==> src/rtl/mlp_acc_pkg.sv <==
// Shared types and constants for the MLP accelerator load path.
//   ldseq_state_e      : load sequencer FSM states
//   ROWS/BEATS_PER_ROW : load geometry (16 rows, 8 beats per row)
//   MAX_LAYERS         : layer index range 0..7
//   LOAD_TYPE_*        : load_type sideband encoding
package mlp_acc_pkg;

  typedef enum logic [2:0] {
    ST_IDLE  = 3'd0,
    ST_L0_IN = 3'd1,
    ST_L0_W  = 3'd2,
    ST_LN_W  = 3'd3,
    ST_DONE  = 3'd4
  } ldseq_state_e;

  localparam int   ROWS             = 16;
  localparam int   BEATS_PER_ROW    = 8;
  localparam int   MAX_LAYERS       = 8;
  localparam int   DATA_W           = 32;
  localparam logic LOAD_TYPE_INPUT  = 1'b1;
  localparam logic LOAD_TYPE_WEIGHT = 1'b0;

  // States in which beats are emitted and host words are accepted.
  function automatic logic is_active(input ldseq_state_e s);
    return (s == ST_L0_IN) || (s == ST_L0_W) || (s == ST_LN_W);
  endfunction

endpackage

==> src/rtl/mlp_load_fifo.sv <==
// Ingress FIFO for the load sequencer.
//   clk, rst      : clock, synchronous active-high reset (flushes pointers)
//   push, wdata   : write side; push while full is honoured only with a pop
//   pop, rdata    : read side; rdata shows the head word, a word written at
//                   edge t is poppable at edge t+1
//   full, empty   : occupancy flags
module mlp_load_fifo
  import mlp_acc_pkg::*;
#(
  parameter int DEPTH = 4
) (
  input  logic              clk,
  input  logic              rst,
  input  logic              push,
  input  logic [DATA_W-1:0] wdata,
  input  logic              pop,
  output logic [DATA_W-1:0] rdata,
  output logic              full,
  output logic              empty
);

  localparam int AW = $clog2(DEPTH);
  localparam logic [AW:0] FULL_CNT = (AW+1)'(DEPTH);

  logic [DATA_W-1:0] mem [DEPTH];
  logic [AW-1:0]     wr_ptr, rd_ptr;
  logic [AW:0]       cnt;
  logic              do_push, do_pop;

  assign full    = (cnt == FULL_CNT);
  assign empty   = (cnt == '0);
  assign do_pop  = pop && !empty;
  // A pop in the same cycle frees the slot, so a full FIFO can still take a word.
  assign do_push = push && (!full || do_pop);
  assign rdata   = mem[rd_ptr];

  always_ff @(posedge clk) begin
    if (do_push) mem[wr_ptr] <= wdata;
  end

  always_ff @(posedge clk) begin
    if (rst) begin
      wr_ptr <= '0;
      rd_ptr <= '0;
      cnt    <= '0;
    end else begin
      if (do_push) wr_ptr <= wr_ptr + 1'b1;
      if (do_pop)  rd_ptr <= rd_ptr + 1'b1;
      case ({do_push, do_pop})
        2'b10:   cnt <= cnt + 1'b1;
        2'b01:   cnt <= cnt - 1'b1;
        default: cnt <= cnt;
      endcase
    end
  end

endmodule

==> src/rtl/mlp_load_sequencer.sv <==
// Load sequencer feeding MLP_acc_top: tags a flat host word stream with the
// load-protocol sideband (type, row, layer, weight beat) and drives the load
// port. Run = layer 0 (16 rows x {8 input, 8 weight} beats) followed by
// layers 1..last_layer (16 rows x 8 weight beats).
//   clk, rst               : clock, synchronous active-high reset
//   start_i, last_layer_i  : run start pulse (IDLE only), final layer index
//   in_valid_i/in_ready_o/in_data_i : host word handshake
//   load_en_o, load_payload_o, load_type_o, input_load_number_o,
//   layer_number_o, weight_number_o : registered load port
//   busy_o, done_o         : run status
//   stall_cnt_o            : only with MLP_LOAD_STALL_CNT_EN defined;
//                            saturating count of mid-run underflow cycles
module mlp_load_sequencer
  import mlp_acc_pkg::*;
#(
  parameter int FIFO_DEPTH = 4
) (
  input  logic              clk,
  input  logic              rst,
  input  logic              start_i,
  input  logic [2:0]        last_layer_i,
  input  logic              in_valid_i,
  output logic              in_ready_o,
  input  logic [DATA_W-1:0] in_data_i,
  output logic              load_en_o,
  output logic [DATA_W-1:0] load_payload_o,
  output logic              load_type_o,
  output logic [3:0]        input_load_number_o,
  output logic [2:0]        layer_number_o,
  output logic [2:0]        weight_number_o,
  output logic              busy_o,
  output logic              done_o
`ifdef MLP_LOAD_STALL_CNT_EN
  , output logic [15:0]     stall_cnt_o
`endif
);

  localparam logic [2:0] LAST_BEAT = 3'(BEATS_PER_ROW - 1);
  localparam logic [3:0] LAST_ROW  = 4'(ROWS - 1);

  ldseq_state_e      state, state_nxt;
  logic [3:0]        row_q, row_d;
  logic [2:0]        beat_q, beat_d;
  logic [2:0]        layer_q, layer_d;
  logic [2:0]        last_q, last_d;
  logic              active, pop;
  logic              fifo_full, fifo_empty;
  logic [DATA_W-1:0] fifo_rdata;

  assign active     = is_active(state);
  assign pop        = active && !fifo_empty;
  assign in_ready_o = active && !fifo_full;

  mlp_load_fifo #(.DEPTH(FIFO_DEPTH)) u_fifo (
    .clk   (clk),
    .rst   (rst),
    .push  (in_valid_i && in_ready_o),
    .wdata (in_data_i),
    .pop   (pop),
    .rdata (fifo_rdata),
    .full  (fifo_full),
    .empty (fifo_empty)
  );

  always_ff @(posedge clk) begin
    if (rst) begin
      state   <= ST_IDLE;
      row_q   <= '0;
      beat_q  <= '0;
      layer_q <= '0;
      last_q  <= '0;
    end else begin
      state   <= state_nxt;
      row_q   <= row_d;
      beat_q  <= beat_d;
      layer_q <= layer_d;
      last_q  <= last_d;
    end
  end

  // Counters only move on an emitted beat; an empty FIFO leaves everything put.
  always_comb begin
    state_nxt = state;
    row_d     = row_q;
    beat_d    = beat_q;
    layer_d   = layer_q;
    last_d    = last_q;
    case (state)
      ST_IDLE: begin
        if (start_i) begin
          state_nxt = ST_L0_IN;
          last_d    = last_layer_i;
          row_d     = '0;
          beat_d    = '0;
          layer_d   = '0;
        end
      end
      ST_L0_IN: begin
        if (pop) begin
          beat_d = beat_q + 1'b1;
          if (beat_q == LAST_BEAT) state_nxt = ST_L0_W;
        end
      end
      ST_L0_W: begin
        if (pop) begin
          beat_d = beat_q + 1'b1;
          if (beat_q == LAST_BEAT) begin
            if (row_q != LAST_ROW) begin
              row_d     = row_q + 1'b1;
              state_nxt = ST_L0_IN;
            end else begin
              row_d = '0;
              if (last_q == '0) begin
                state_nxt = ST_DONE;
              end else begin
                layer_d   = 3'd1;
                state_nxt = ST_LN_W;
              end
            end
          end
        end
      end
      ST_LN_W: begin
        if (pop) begin
          beat_d = beat_q + 1'b1;
          if (beat_q == LAST_BEAT) begin
            if (row_q != LAST_ROW) begin
              row_d = row_q + 1'b1;
            end else begin
              row_d = '0;
              if (layer_q == last_q) state_nxt = ST_DONE;
              else                   layer_d   = layer_q + 1'b1;
            end
          end
        end
      end
      ST_DONE:  state_nxt = ST_IDLE;
      default:  state_nxt = ST_IDLE;
    endcase
  end

  // Registered load port; fields hold across bubbles.
  always_ff @(posedge clk) begin
    if (rst) begin
      load_en_o           <= 1'b0;
      load_payload_o      <= '0;
      load_type_o         <= 1'b0;
      input_load_number_o <= '0;
      layer_number_o      <= '0;
      weight_number_o     <= '0;
      busy_o              <= 1'b0;
      done_o              <= 1'b0;
    end else begin
      load_en_o <= pop;
      if (pop) begin
        load_payload_o      <= fifo_rdata;
        load_type_o         <= (state == ST_L0_IN) ? LOAD_TYPE_INPUT : LOAD_TYPE_WEIGHT;
        input_load_number_o <= row_q;
        layer_number_o      <= layer_q;
        weight_number_o     <= (state == ST_L0_IN) ? 3'd0 : beat_q;
      end
      // busy drops on the same edge that raises done.
      busy_o <= (state_nxt != ST_IDLE);
      done_o <= (state == ST_DONE);
    end
  end

`ifdef MLP_LOAD_STALL_CNT_EN
  logic [15:0] stall_cnt_q;
  logic        primed;

  // The unavoidable empty cycle right after start is not a host stall, so
  // counting begins only once the run has emitted its first beat.
  always_ff @(posedge clk) begin
    if (rst) begin
      stall_cnt_q <= '0;
      primed      <= 1'b0;
    end else if (state == ST_IDLE && start_i) begin
      stall_cnt_q <= '0;
      primed      <= 1'b0;
    end else if (active) begin
      if (pop)                                 primed      <= 1'b1;
      else if (primed && stall_cnt_q != '1)    stall_cnt_q <= stall_cnt_q + 1'b1;
    end
  end

  assign stall_cnt_o = stall_cnt_q;
`endif

endmodule
==> config.mk <==
export PLATFORM = sky130hd
export DESIGN_NAME = mlp_load_sequencer
export DESIGN_NICKNAME = d
export VERILOG_FILES = /design/src/rtl/mlp_acc_pkg.sv /design/src/rtl/mlp_load_fifo.sv /design/src/rtl/mlp_load_sequencer.sv
export SDC_FILE = /design/constraint.sdc
export NUM_CORES = 1
export LEC_CHECK = 0
export CAP_MARGIN = 20
export CORE_UTILIZATION = 50
export DETAILED_ROUTE_END_ITERATION = 7
export HOLD_SLACK_MARGIN = 0.06
export PLACE_DENSITY = 0.78
export SYNTH_ARGS = -nofsm -noshare
export SYNTH_HDL_FRONTEND = slang
export SYNTH_HIERARCHICAL = 1
export SYNTH_SLANG_ARGS = --single-unit
==> constraint.sdc <==
create_clock -name clk -period 2.9 [get_ports clk]
set_input_delay 0.87 -clock clk [delete_from_list [all_inputs] [get_ports clk]]
set_output_delay 0.87 -clock clk [all_outputs]
set_load 0.005 [all_outputs]
== Word level (Yosys, flattened, before mapping) ==
Memories as Yosys holds them, arrays and structs flattened. A register that Yosys moved wholly into a read port is not among the register bits.
Cells that the tools add are included.

* Register bits: 37
* Memory bits (writable): 128
* Memories kept: 1

{| class="wikitable"
|+ Memory list
! memory !! depth !! bits a word !! read ports !! clocked after Yosys merged registers in !! write ports !! line !! text
|-
| u_fifo.mem || 4 || 32 || 1 || 1 || 1 || mlp_load_fifo.sv:25 || <nowiki>logic [DATA_W-1:0] mem [DEPTH];</nowiki>
|}

* Add/sub/neg operators: 7
* Equality and inequality tests: 22
* Mux-type cells: 34
* Reduce and logical (&&, ||, !) cells: 24

{| class="wikitable"
|+ Operator list
! cell !! count
|-
| $mux W3 || 22
|-
| $mux W4 || 4
|-
| $ne A2 B1 Y1 const B || 7
|-
| $pmux W3 S2 || 2
|-
| $pmux W3 S4 || 1
|-
| $ne A2 B2 Y1 const B || 5
|-
| $reduce_and A10 Y1 || 1
|-
| $add A3 B1 Y3 const B || 3
|-
| $eq A3 B3 Y1 const B || 3
|-
| $logic_not A3 Y1 || 3
|-
| $pmux W3 S3 || 1
|-
| $pmux W4 S2 || 1
|-
| $eq A3 B2 Y1 const B || 2
|-
| $reduce_bool A2 Y1 || 3
|-
| $reduce_bool A3 Y1 || 2
|-
| $logic_and A1 B1 Y1 || 5
|-
| $add A2 B1 Y2 const B || 2
|-
| $add A4 B1 Y4 const B || 1
|-
| $ne A4 B4 Y1 const B || 1
|-
| $reduce_and A4 Y1 || 1
|-
| $eq A3 B1 Y1 const B || 1
|-
| $eq A3 B3 Y1 || 1
|-
| $logic_or A1 B1 Y1 || 3
|-
| $mux W1 || 3
|-
| other kinds (8) || 9
|}

== Logic depth before layout (Yosys ltp) ==
Gate-level depths: netlist of run 1.

* Word-level depth: 9
* Gate-level depth with buffers: 14
* Gate-level depth less buffers: 12

== Modules after synthesis ==
Netlist of run 1, hierarchy kept.

{| class="wikitable"
|+ Modules (own cells, without submodules)
! module !! times used !! cells each !! area each (um^2) !! sequential area each (um^2)
|-
| mlp_load_fifo || 1 || 221 || 5146.2 || 4023.9
|-
| mlp_load_sequencer || 1 || 308 || 2479.9 || 1241.2
|}

== Least setup slack after synthesis of run 1 ==
OpenSTA, ideal clock, no wires.

* Path type: flip-flop to flip-flop
* From: register u_fifo.cnt[0]
* To: register u_fifo.cnt[2]
* Library setup time: 0.070 ns
* Data arrival time: 2.632 ns
* Path slack: 0.197 ns
* Stages on the path, launching flop included: 13
* Buffers on the path: 1
* Period minus slack after synthesis: 2.703 ns
* Path through: dfxtp_1 > nor3_1 > or3_1 > inv_2 > buf_2 > o31ai_1 > inv_1 > ha_1 > inv_1 > fa_1 > xor2_1 > or3_2 > a21oi_1

* Longest elaborated chain between the ends: 8

{| class="wikitable"
|+ RTL lines
! element !! line !! text
|-
| start: declaration || mlp_load_fifo.sv:27 || <nowiki>logic [AW:0] cnt;</nowiki>
|-
| start signal: assignment || mlp_load_fifo.sv:50 || <nowiki>2'b10: cnt <= cnt + 1'b1;</nowiki>
|-
| start signal: assignment || mlp_load_fifo.sv:51 || <nowiki>2'b01: cnt <= cnt - 1'b1;</nowiki>
|-
| start signal: assignment || mlp_load_fifo.sv:52 || <nowiki>default: cnt <= cnt;</nowiki>
|-
| $logic_not A3 Y1 * || mlp_load_fifo.sv:31 || <nowiki>assign empty = (cnt == '0);</nowiki>
|-
| via fifo_empty || mlp_load_sequencer.sv:47 || <nowiki>logic fifo_full, fifo_empty;</nowiki>
|-
| $logic_not A1 Y1 * || mlp_load_sequencer.sv:51 || <nowiki>assign pop = active && !fifo_empty;</nowiki>
|-
| $logic_and A1 B1 Y1 * || mlp_load_sequencer.sv:51 ||
|-
| via pop || mlp_load_sequencer.sv:46 || <nowiki>logic active, pop;</nowiki>
|-
| $logic_and A1 B1 Y1 * || mlp_load_fifo.sv:32 || <nowiki>assign do_pop = pop && !empty;</nowiki>
|-
| via u_fifo.do_pop || mlp_load_fifo.sv:28 || <nowiki>logic do_push, do_pop;</nowiki>
|-
| $logic_or A1 B1 Y1 || mlp_load_fifo.sv:34 || <nowiki>assign do_push = push && (!full || do_pop);</nowiki>
|-
| $logic_and A1 B1 Y1 || mlp_load_fifo.sv:34 ||
|-
| $eq A2 B1 Y1 or $eq A2 B2 Y1 (tied branches) || mlp_load_fifo.sv:49 || <nowiki>case ({do_push, do_pop})</nowiki>
|-
| $pmux W3 S2 or $reduce_bool A2 Y1 (tied branches) || n/a ||
|}

Mark *: on every way through the listed nets, which the timed path passes. The rest lies on a longest branch.
A chain may end at the register's enable or synchronous reset.

== Worst setup path in the final report of run 1 ==
* From: register u_fifo.cnt[0]
* To: register u_fifo.cnt[2]

* Longest elaborated chain between the ends: 8

{| class="wikitable"
|+ RTL lines
! element !! line
|-
| $logic_not A3 Y1 * || mlp_load_fifo.sv:31
|-
| via fifo_empty || mlp_load_sequencer.sv:47
|-
| $logic_not A1 Y1 * || mlp_load_fifo.sv:32, mlp_load_sequencer.sv:51
|-
| $logic_and A1 B1 Y1 || mlp_load_sequencer.sv:51
|-
| $logic_and A1 B1 Y1 * || mlp_load_fifo.sv:32
|-
| via u_fifo.do_pop || mlp_load_fifo.sv:28
|-
| $logic_or A1 B1 Y1 || mlp_load_fifo.sv:34
|-
| $logic_and A1 B1 Y1 || mlp_load_fifo.sv:34
|-
| $eq A2 B1 Y1 or $eq A2 B2 Y1 (tied branches) || mlp_load_fifo.sv:49
|-
| $pmux W3 S2 or $reduce_bool A2 Y1 (tied branches) || n/a
|}

Marked as above.

==> results of run 1 <==
-- cells in the mapped netlist (all sizes together), types with 7 or more instances --
master  count  area share
clkbuf      9      0.0044
nor2       22       0.011
nand3       7      0.0046
buf        19       0.022
nand2      97       0.048
mux4       32       0.095
inv        12      0.0059
dfxtp      71        0.19
a21oi      56       0.037
ha          9       0.015
edfxtp    128        0.50
-- final cells by class --
type	instances	area share
Tap cell	184	0.0247
Timing Repair Buffer	106	0.114
Clock inverter	12	0.0165
Sequential cell	199	0.565
Inverter	12	0.00483
Clock buffer	20	0.0479
Multi-Input combinational cell	290	0.227
-- power breakdown --
| part | internal, W | switching (W) |
|---|---|---|
| combinational | 0.000145 | 0.000149 |
| clock | 0.00133 | 0.00106 |
| sequential | 0.00306 | 0.0000242 |
| total | 0.00454 | 0.00123 |
-- registers in the layout, indices dropped and copies added (netlist names), named ones only --
register and flops:
beat_q 3, busy_o 1, done_o 1, input_load_number_o 4
last_q 3, layer_number_o 3, layer_q 3, load_en_o 1
load_payload_o 32, load_type_o 1, row_q 4, state 3
u_fifo/cnt 3, u_fifo/mem 128, u_fifo/rd_ptr 2, u_fifo/wr_ptr 2
weight_number_o 3
-- worst max path at each step --
stage             startpoint       endpoint  cells after the start
2_1_floorplan  u_fifo/cnt[0]  u_fifo/cnt[2]                     12
4_1_cts        u_fifo/cnt[0]  u_fifo/cnt[2]                     11
3_5_place_dp      in_valid_i  u_fifo/cnt[2]                     10
3_3_place_gp      in_valid_i  u_fifo/cnt[2]                     10
6_report       u_fifo/cnt[0]  u_fifo/cnt[2]                     11
5_1_grt        u_fifo/cnt[0]  u_fifo/cnt[2]                     11
-- worst max-delay path: stages, from the launching register on --
cell and delay, ns:
dfxtp_1 0.43, nor3_1 0.09, or3_2 0.48, inv_2 0.09, o31ai_1 0.10, inv_1 0.08, ha_1 0.18, inv_1 0.07
fa_1 0.37, xor2_1 0.16, or3_2 0.41, a21oi_1 0.16
-- per-layer routing --
layer | up-vias | wire [um] | track usage
li1 | 2129 | - | -
met1 | 2252 | 6180 | 0.251
met2 | 129 | 7650 | 0.345
met3 | 10 | 801 | 0.0620
met4 | 0 | 131 | 0.0595
met5 | - | 0 | 0
-- logic make-up after synthesis --
logic type,count (synthesis),share of synthesized area
buf+inv,40,0.0320
fa+ha+maj,10,0.0174
flops,199,0.690
mux,35,0.0991
simple gates,162,0.0965
compound gates,77,0.0578
xor+xnor,6,0.00689
-- stage by stage --
stage / instances / total power [W] / setup slack [ns] / TNS [ns]
6_report: 823 / 0.00577 / 0.203 / 0
5_1_grt: 823 / 0.00596 / 0.0528 / 0
4_1_cts: 823 / 0.00581 / 0.202 / 0
3_5_place_dp: 791 / 0.00345 / -0.147 / -0.147
3_3_place_gp: 791 / 0.00343 / -0.0495 / -0.0495
2_1_floorplan: 529 / 0.00329 / 0.197 / 0
==> results.py, run 1 <==
metrics = {
    "worst_hold_path": {
        "whs_path_depth": 2,
        "hp-class": "flop to flop",
        "hold_start": "load_payload_o[18]",
        "min_to": "load_payload_o[18]",
    },
    "logic_synthesis": {
        "synth-main-ff-cell": "edfxtp_1",
        "yosysWarnings": 6,
        "synth_cell_types": 54,
        "seq_area_frac_synth": 0.690,
        "synth_cells": 529,
        "synth_edf_count": 128,
        "syn_nets": 578,
        "synthesis.area_mm2": 0.00763,
        "syn_avg_cell_area_um2": 14.4,
        "ys_ff_latch": 199,
        "async_flop_share": 0,
    },
    "worst_setup_path": {
        "required_ns": 3.26,
        "crit_arrival_ns": 3.06,
        "endpoint_kind": "flop",
        "rrSetupSlack_ns": 0.20,
        "cp-start-kind": "flop",
        "r2r_cells": 11,
        "path_max_fanout": 5,
        "r2r-end": "u_fifo/cnt[2]",
        "crit_type": "flop to flop",
        "r2r_start": "u_fifo/cnt[0]",
    },
    "pwr": {
        "vdd_ir_drop_max_mv": 0.627,
        "powerDensity_mw_per_mm2": 618,
        "p_leak_nw": 3.04,
    },
    "layout": {
        "nFillCells": 1064,
        "post-route-util": 0.635,
        "multi_input_area_mm2": 0.00212,
        "layout_common_cells": "edfxtp_1, nand2_1, clkdlybuf4s50_1",
        "diodes": 0,
        "area_growth_pct": 22.3,
        "layout-drive-gt1-share": 0.156,
        "final_nets": 675,
        "final_area_mm2": 0.00933,
        "final_common_cell": "edfxtp_1",
        "register_area_mm2": 0.00527,
    },
    "detailed_routing": {
        "drt_first_iter_violations": 349,
        "drtAntennaViolNets": 0,
        "wire_per_inst_um": 17.9,
        "viasPerCell": 5.49,
        "drtPass1Iterations": 8,
        "drc_errors": 7,
        "vias": 4520,
        "routed_wl_mm": 14.8,
    },
    "die": {
        "fp.coreArea_mm2": 0.0147,
        "fp.dieW_um": 126,
        "dieArea_mm2": 0.0158,
        "chipHeight_um": 126,
        "start_util": 0.519,
        "core.rowCount": 44,
        "num_io_pins": 86,
    },
    "grt": {
        "grt_pass1_vias": 4723,
        "antenna_found_initial": 0,
        "grt_first_pass_wirelength_mm": 24.1,
        "grt_max_degree": 48,
        "grt_util_all_layers": 0.203,
        "grt-ovfl-total": 0,
    },
    "sta": {
        "fin_crit_sh": 0.930,
        "drv_slew": 0,
        "tightest_slew_ns": 0.872,
        "fin_hold_ws_ns": 0.455,
        "finalSetupViolations": 0,
        "finalHoldViolations": 0,
        "rsz0062_at_grt": "no",
        "clock-skew-final_ns": 0.00921,
        "max-slew-margin-rel": 0.419,
        "fin_crit_ns": 2.70,
        "fmax_ghz": 0.371,
    },
    "placed_design": {
        "hpwlAfterDp_mm": 9.41,
        "placed_area_mm2": 0.00873,
        "place.port_buffers": 85,
        "place_congestion": 0.850,
    },
    "run_status": {
        "violations": "design-rule violations",
        "status": "finished with violations",
    },
    "clock_tree": {
        "holdBufCountCts": 0,
        "cts_made_buffers": 17,
        "clockBufferDepth": 2,
        "clkTransAtPathRegs_ns": 0.07,
        "clock-sinks": 199,
        "postCtsSetupBuffers": 0,
        "cts_tree": "yes",
        "cts-resized-gates": 0,
        "clkLatencyLatePin_ns": 0.43,
        "cts_root_buffer": "clkbuf_16",
        "cts_max_level": 4,
    },
    "run": {
        "cap_violations": 0,
    },
}
(Power assumes the default switching activity.)
==> run 2, diff against run 1 <==
- CTS_CLUSTER_SIZE: default -> 40
- clock period: 2.9 -> 2.3 ns (I/O delays scaled with it)
==> run 2 against run 1 <==
Net effect:
- the flow still finishes with violations (design-rule violations)
- first-iteration DRC count rose by 2.9%
- hold slack got worse by 0.0017 ns
- register-to-register slack worse by 0.20 ns
- clock power grew 23%
- sequential cell count did not move
- critical path depth is the same
- via count grew 1.6%
- sequential share of layout area down 1.0 points
- fmax is 18% higher
- total power increased by 25%
==> results.py, run 2 (synthesized netlist as in run 1, its figures left out) <==
metrics = {
    "detailed_routing": {
        "routed_wl_mm": 15.4,
        "highest_layer": "met4",
        "drt_first_iter_violations": 359,
        "wl_met1_mm": 6.25,
        "drc_errors": 5,
        "drtAntennaViolNets": 0,
        "viasPerCell": 5.49,
        "dr_wl_met3_um": 651,
        "vias": 4593,
        "wire_per_inst_um": 18.4,
        "drtPass1Iterations": 7,
        "wl_met2_mm": 8.39,
    },
    "clock_tree": {
        "clkTransAtPathRegs_ns": 0.07,
        "clkLatencyLatePin_ns": 0.43,
        "cts_tree": "yes",
        "holdBufCountCts": 0,
        "clockBufferDepth": 2,
        "cts_max_level": 4,
        "cts_made_buffers": 17,
        "clock-sinks": 199,
        "cts_root_buffer": "clkbuf_16",
    },
    "pwr": {
        "p_leak_nw": 3.12,
        "powerDensity_mw_per_mm2": 758,
        "vdd_ir_drop_max_mv": 0.645,
        "power_w": 0.00721,
    },
    "layout": {
        "top_register": "u_fifo/mem",
        "largest_reg_flops": 128,
        "top_regs": "u_fifo/mem: 128 flops, load_payload_o: 32 flops",
        "final_common_cell": "edfxtp_1",
        "area_growth_pct": 24.8,
        "diodes": 0,
        "final_nets": 688,
        "layout_common_cells": "edfxtp_1, nand2_1, clkdlybuf4s50_1",
        "layout-drive-gt1-share": 0.198,
        "fin_cells": 836,
        "post-route-util": 0.648,
    },
    "grt": {
        "grt-ovfl-total": 0,
        "grt_util_all_layers": 0.208,
        "grt_first_pass_wirelength_mm": 24.6,
        "antenna_found_initial": 0,
        "grt_max_degree": 72,
        "grt_pass1_vias": 4820,
    },
    "die": {
        "fp.dieW_um": 126,
        "start_util": 0.519,
        "num_io_pins": 86,
        "dieArea_mm2": 0.0158,
        "core.rowCount": 44,
        "chipHeight_um": 126,
        "fp.coreArea_mm2": 0.0147,
    },
    "run_status": {
        "status": "finished with violations",
        "violations": "design-rule violations",
    },
    "sta": {
        "max-slew-margin-rel": 0.555,
        "rsz0062_at_grt": "yes",
        "fin_crit_sh": 0.998,
        "finalSetupViolations": 0,
        "drv_slew": 0,
        "fin_hold_ws_ns": 0.454,
        "fmax_ghz": 0.436,
        "finalHoldViolations": 0,
        "clock-skew-final_ns": 0.0110,
        "fin_crit_ns": 2.30,
        "tightest_slew_ns": 0.667,
    },
    "worst_hold_path": {
        "hp-class": "flop to flop",
    },
    "worst_setup_path": {
        "endpoint_kind": "flop",
        "required_ns": 2.66,
        "crit_type": "flop to flop",
        "cp-start-kind": "flop",
        "crit_arrival_ns": 2.66,
        "path_max_fanout": 5,
    },
    "placed_design": {
        "hpwlAfterDp_mm": 9.71,
        "place_congestion": 0.824,
        "dp_cells": 799,
        "place.port_buffers": 85,
    },
    "run": {
        "cap_violations": 0,
    },
}
run 2: changes by cell type in the layout (fill, tap and decap cells not counted), moves of 3 or more:
cell     change
dfxtp_2      +3
dfxtp_1      -5
buf_4       +12
inv_1        -3
run 2: final timing paths:
path / slack [ns] / cells past startpoint / end / startpoint
hold / removal: 0.45 / 2 / load_payload_o[5] / load_payload_o[5]
hold reg to reg: 0.45 / 2 / load_payload_o[5] / load_payload_o[5]
setup reg to reg: 0.005 / 11 / u_fifo/cnt[2] / u_fifo/cnt[1]
setup / recovery: 0.005 / 11 / u_fifo/cnt[2] / u_fifo/cnt[1]
run 2: final cells by class:
cell class / instances / area [um2]
flip-flops and latches: 199 / 5280
fillers: 1056 / 5180
multi-input cells: 290 / 2200
repair buffers: 119 / 1170
clock buffers: 21 / 472
well taps: 184 / 230
clock inverters: 11 / 113
inverters: 12 / 47.5
run 2: worst max-delay path, cell delays in order, from the launching register on:
cell	delay, ns
dfxtp_4	0.38
nor3_2	0.05
or3_4	0.38
inv_4	0.08
o31ai_4	0.07
inv_1	0.10
ha_4	0.14
inv_2	0.04
fa_2	0.35
xor2_2	0.17
or3_4	0.34
a21oi_2	0.13
run 2: per-stage QoR:
stage	area (um2)	setup TNS (ns)	worst slack, ns
2_1_floorplan	7690	-0.171	-0.144
3_5_place_dp	8850	-2.69	-0.408
5_1_grt	9520	-0.0586	-0.0586
6_report	9520	0	0.00489
3_3_place_gp	8850	-2.00	-0.350
4_1_cts	9500	0	0.0116
run 2: power breakdown:
part	switching [W]	leakage (nW)	internal, W
combinational	0.000202	1.10	0.000201
clock	0.00131	0.283	0.00161
sequential	0.0000304	1.74	0.00386
run 2: timing repair:
| action | CTS | global route |
|---|---|---|
| setup buffers | 4 | 1 |
| pin swaps | 4 | 1 |
| gates resized for setup | 7 | 4 |
| setup endpoints to repair | 2 | 1 |
run 2: layer usage:
layer,vias to the layer above,track usage
li1,2165,-
met1,2294,0.242
met2,121,0.377
met3,13,0.0565
met4,0,0.0595
met5,-,0
==> run 3, diff against run 2 <==
- CELL_PAD_IN_SITES_DETAIL_PLACEMENT: default -> 2
- CELL_PAD_IN_SITES_GLOBAL_PLACEMENT: default -> 2
- CORE_UTILIZATION: 50 -> 36
- PLACE_DENSITY: 0.78 -> 0.79
==> run 3 against run 2 <==
Net effect:
- the flow finishes with violations (negative setup slack)
- sequential power hardly changed
- die area is 38% higher
- clock skew is 0.0045 ns higher
- critical path depth stayed put
- sequential cell count stayed put
- cell count is 10% higher
- sequential share of layout area is 1.1 points lower
- fmax is 1.2% lower
- via count is 4.5% higher
- count of clock-buffer cells in the layout is 4 lower
- final area is 2.1% higher
==> results.py, run 3 (synthesized netlist as in run 1, its figures left out) <==
metrics = {
    "worst_hold_path": {
        "whs_path_depth": 2,
        "hp-class": "flop to flop",
        "min_to": "load_payload_o[2]",
        "hold_start": "load_payload_o[2]",
    },
    "clock_tree": {
        "cts_made_buffers": 17,
        "cts_tree": "yes",
        "cts_max_level": 4,
        "holdBufCountCts": 0,
        "clockBufferDepth": 2,
        "clkTransAtPathRegs_ns": 0.07,
        "cts_root_buffer": "clkbuf_16",
        "clock-sinks": 199,
        "clkLatencyLatePin_ns": 0.44,
    },
    "pwr": {
        "p_leak_nw": 3.16,
        "vdd_ir_drop_max_mv": 0.470,
        "power_w": 0.00736,
        "powerDensity_mw_per_mm2": 757,
    },
    "worst_setup_path": {
        "path_max_fanout": 3,
        "required_ns": 2.65,
        "crit_type": "flop to flop",
        "r2r_cells": 11,
        "r2r_start": "u_fifo/cnt[1]",
        "crit_arrival_ns": 2.68,
        "endpoint_kind": "flop",
        "cp-start-kind": "flop",
        "rrSetupSlack_ns": -0.02,
        "r2r-end": "u_fifo/cnt[2]",
    },
    "layout": {
        "diodes": 0,
        "largest_reg_flops": 128,
        "layout-drive-gt1-share": 0.202,
        "top_register": "u_fifo/mem",
        "fin_cells": 923,
        "final_nets": 689,
        "layout_common_cells": "edfxtp_1, nand2_1, clkdlybuf4s50_1",
        "final_area_mm2": 0.00972,
        "top_regs": "u_fifo/mem: 128 flops, load_payload_o: 32 flops",
        "nFillCells": 1922,
        "area_growth_pct": 27.4,
        "final_common_cell": "edfxtp_1",
    },
    "grt": {
        "grt_first_pass_wirelength_mm": 32.3,
        "antenna_found_initial": 0,
        "grt_max_degree": 72,
        "grt_pass1_vias": 5515,
        "grt_util_all_layers": 0.200,
        "grt-ovfl-total": 0,
    },
    "detailed_routing": {
        "drtPass1Iterations": 4,
        "drt_first_iter_violations": 278,
        "vias": 4800,
        "drtAntennaViolNets": 0,
        "drc_errors": 0,
        "wire_per_inst_um": 22.0,
        "routed_wl_mm": 20.3,
        "viasPerCell": 5.20,
    },
    "sta": {
        "max-slew-margin-rel": 0.602,
        "clock-skew-final_ns": 0.0155,
        "finalWorstSetupSlack_ns": -0.0235,
        "finalHoldViolations": 0,
        "tightest_slew_ns": 0.597,
        "drv_slew": 0,
        "fmax_ghz": 0.430,
        "finalSetupViolations": 1,
        "rsz0062_at_grt": "yes",
        "fin_crit_ns": 2.32,
        "fin_crit_sh": 1.01,
    },
    "die": {
        "chipHeight_um": 148,
        "fp.dieW_um": 148,
        "start_util": 0.372,
        "fp.coreArea_mm2": 0.0205,
        "core.rowCount": 52,
        "num_io_pins": 86,
        "dieArea_mm2": 0.0218,
    },
    "placed_design": {
        "placed_area_mm2": 0.00903,
        "preCtsSetupSlack_ns": -0.480,
        "dp_cells": 887,
        "hpwlAfterDp_mm": 13.2,
        "place.port_buffers": 85,
        "place_congestion": 0.768,
    },
    "run": {
        "cap_violations": 0,
    },
    "run_status": {
        "violations": "negative setup slack",
        "status": "finished with violations",
    },
}
==> run 3: how the worst max path moves through the flow <==
stage             startpoint            end  slack [ns]  cells past startpoint
5_1_grt        u_fifo/cnt[1]  u_fifo/cnt[2]       -0.09                     11
3_3_place_gp      in_valid_i  u_fifo/cnt[2]       -0.37                     10
6_report       u_fifo/cnt[1]  u_fifo/cnt[2]       -0.02                     11
2_1_floorplan       state[1]  u_fifo/cnt[2]       -0.14                     13
3_5_place_dp      in_valid_i  u_fifo/cnt[2]       -0.48                     10
4_1_cts        u_fifo/cnt[0]  u_fifo/cnt[2]      -0.006                     11
==> run 3: final cells by class <==
class	instances	area [um2]	area share
tap	270	338	0.0348
clock inverter	15	173	0.0178
clock buffer	17	425	0.0438
timing repair buffer	120	1240	0.127
multi-input combinational	290	2220	0.228
sequential	199	5280	0.543
inverter	12	47.5	0.00489
==> run 3: metal layers <==
metal  GRT usage  wire length [um]  vias to the layer above  share of wire
met2       0.374             11200                       89           0.55
met5           0                 0                        -              0
met1       0.229              8250                     2520           0.41
met3      0.0343               551                       23          0.027
met4      0.0691               326                        0          0.016
li1            -                 -                     2168              -
==> run 3: power breakdown <==
group	internal (W)	switching, W
Clock	0.00156	0.00147
Sequential	0.00386	0.0000342
Combinational	0.000204	0.000230
==> run 3: worst max-delay path, cell delays in order (launching register included) <==
cell	delay, ns
dfxtp_4	0.36
nor3b_4	0.27
nor3_4	0.07
and2_4	0.16
a21boi_4	0.14
inv_2	0.07
ha_4	0.14
inv_2	0.04
fa_2	0.35
xor2_2	0.17
or3_4	0.33
a21oi_2	0.14
==> run 3: stage by stage <==
stage,hold slack (ns),TNS (ns),utilization
finish,0.457,-0.0235,0.474
CTS,0.463,-0.00645,0.473
global placement,0.442,-5.30,0.440
global route,0.477,-0.127,0.474
floorplan,0.448,-0.171,-
detailed placement,0.453,-8.47,0.440
==> run 3: what timing repair did <==
item,4_1_cts,5_1_grt
resized for setup,12,2
setup endpoints to repair,2,4
buffers inserted,4,0
pin swaps,6,2
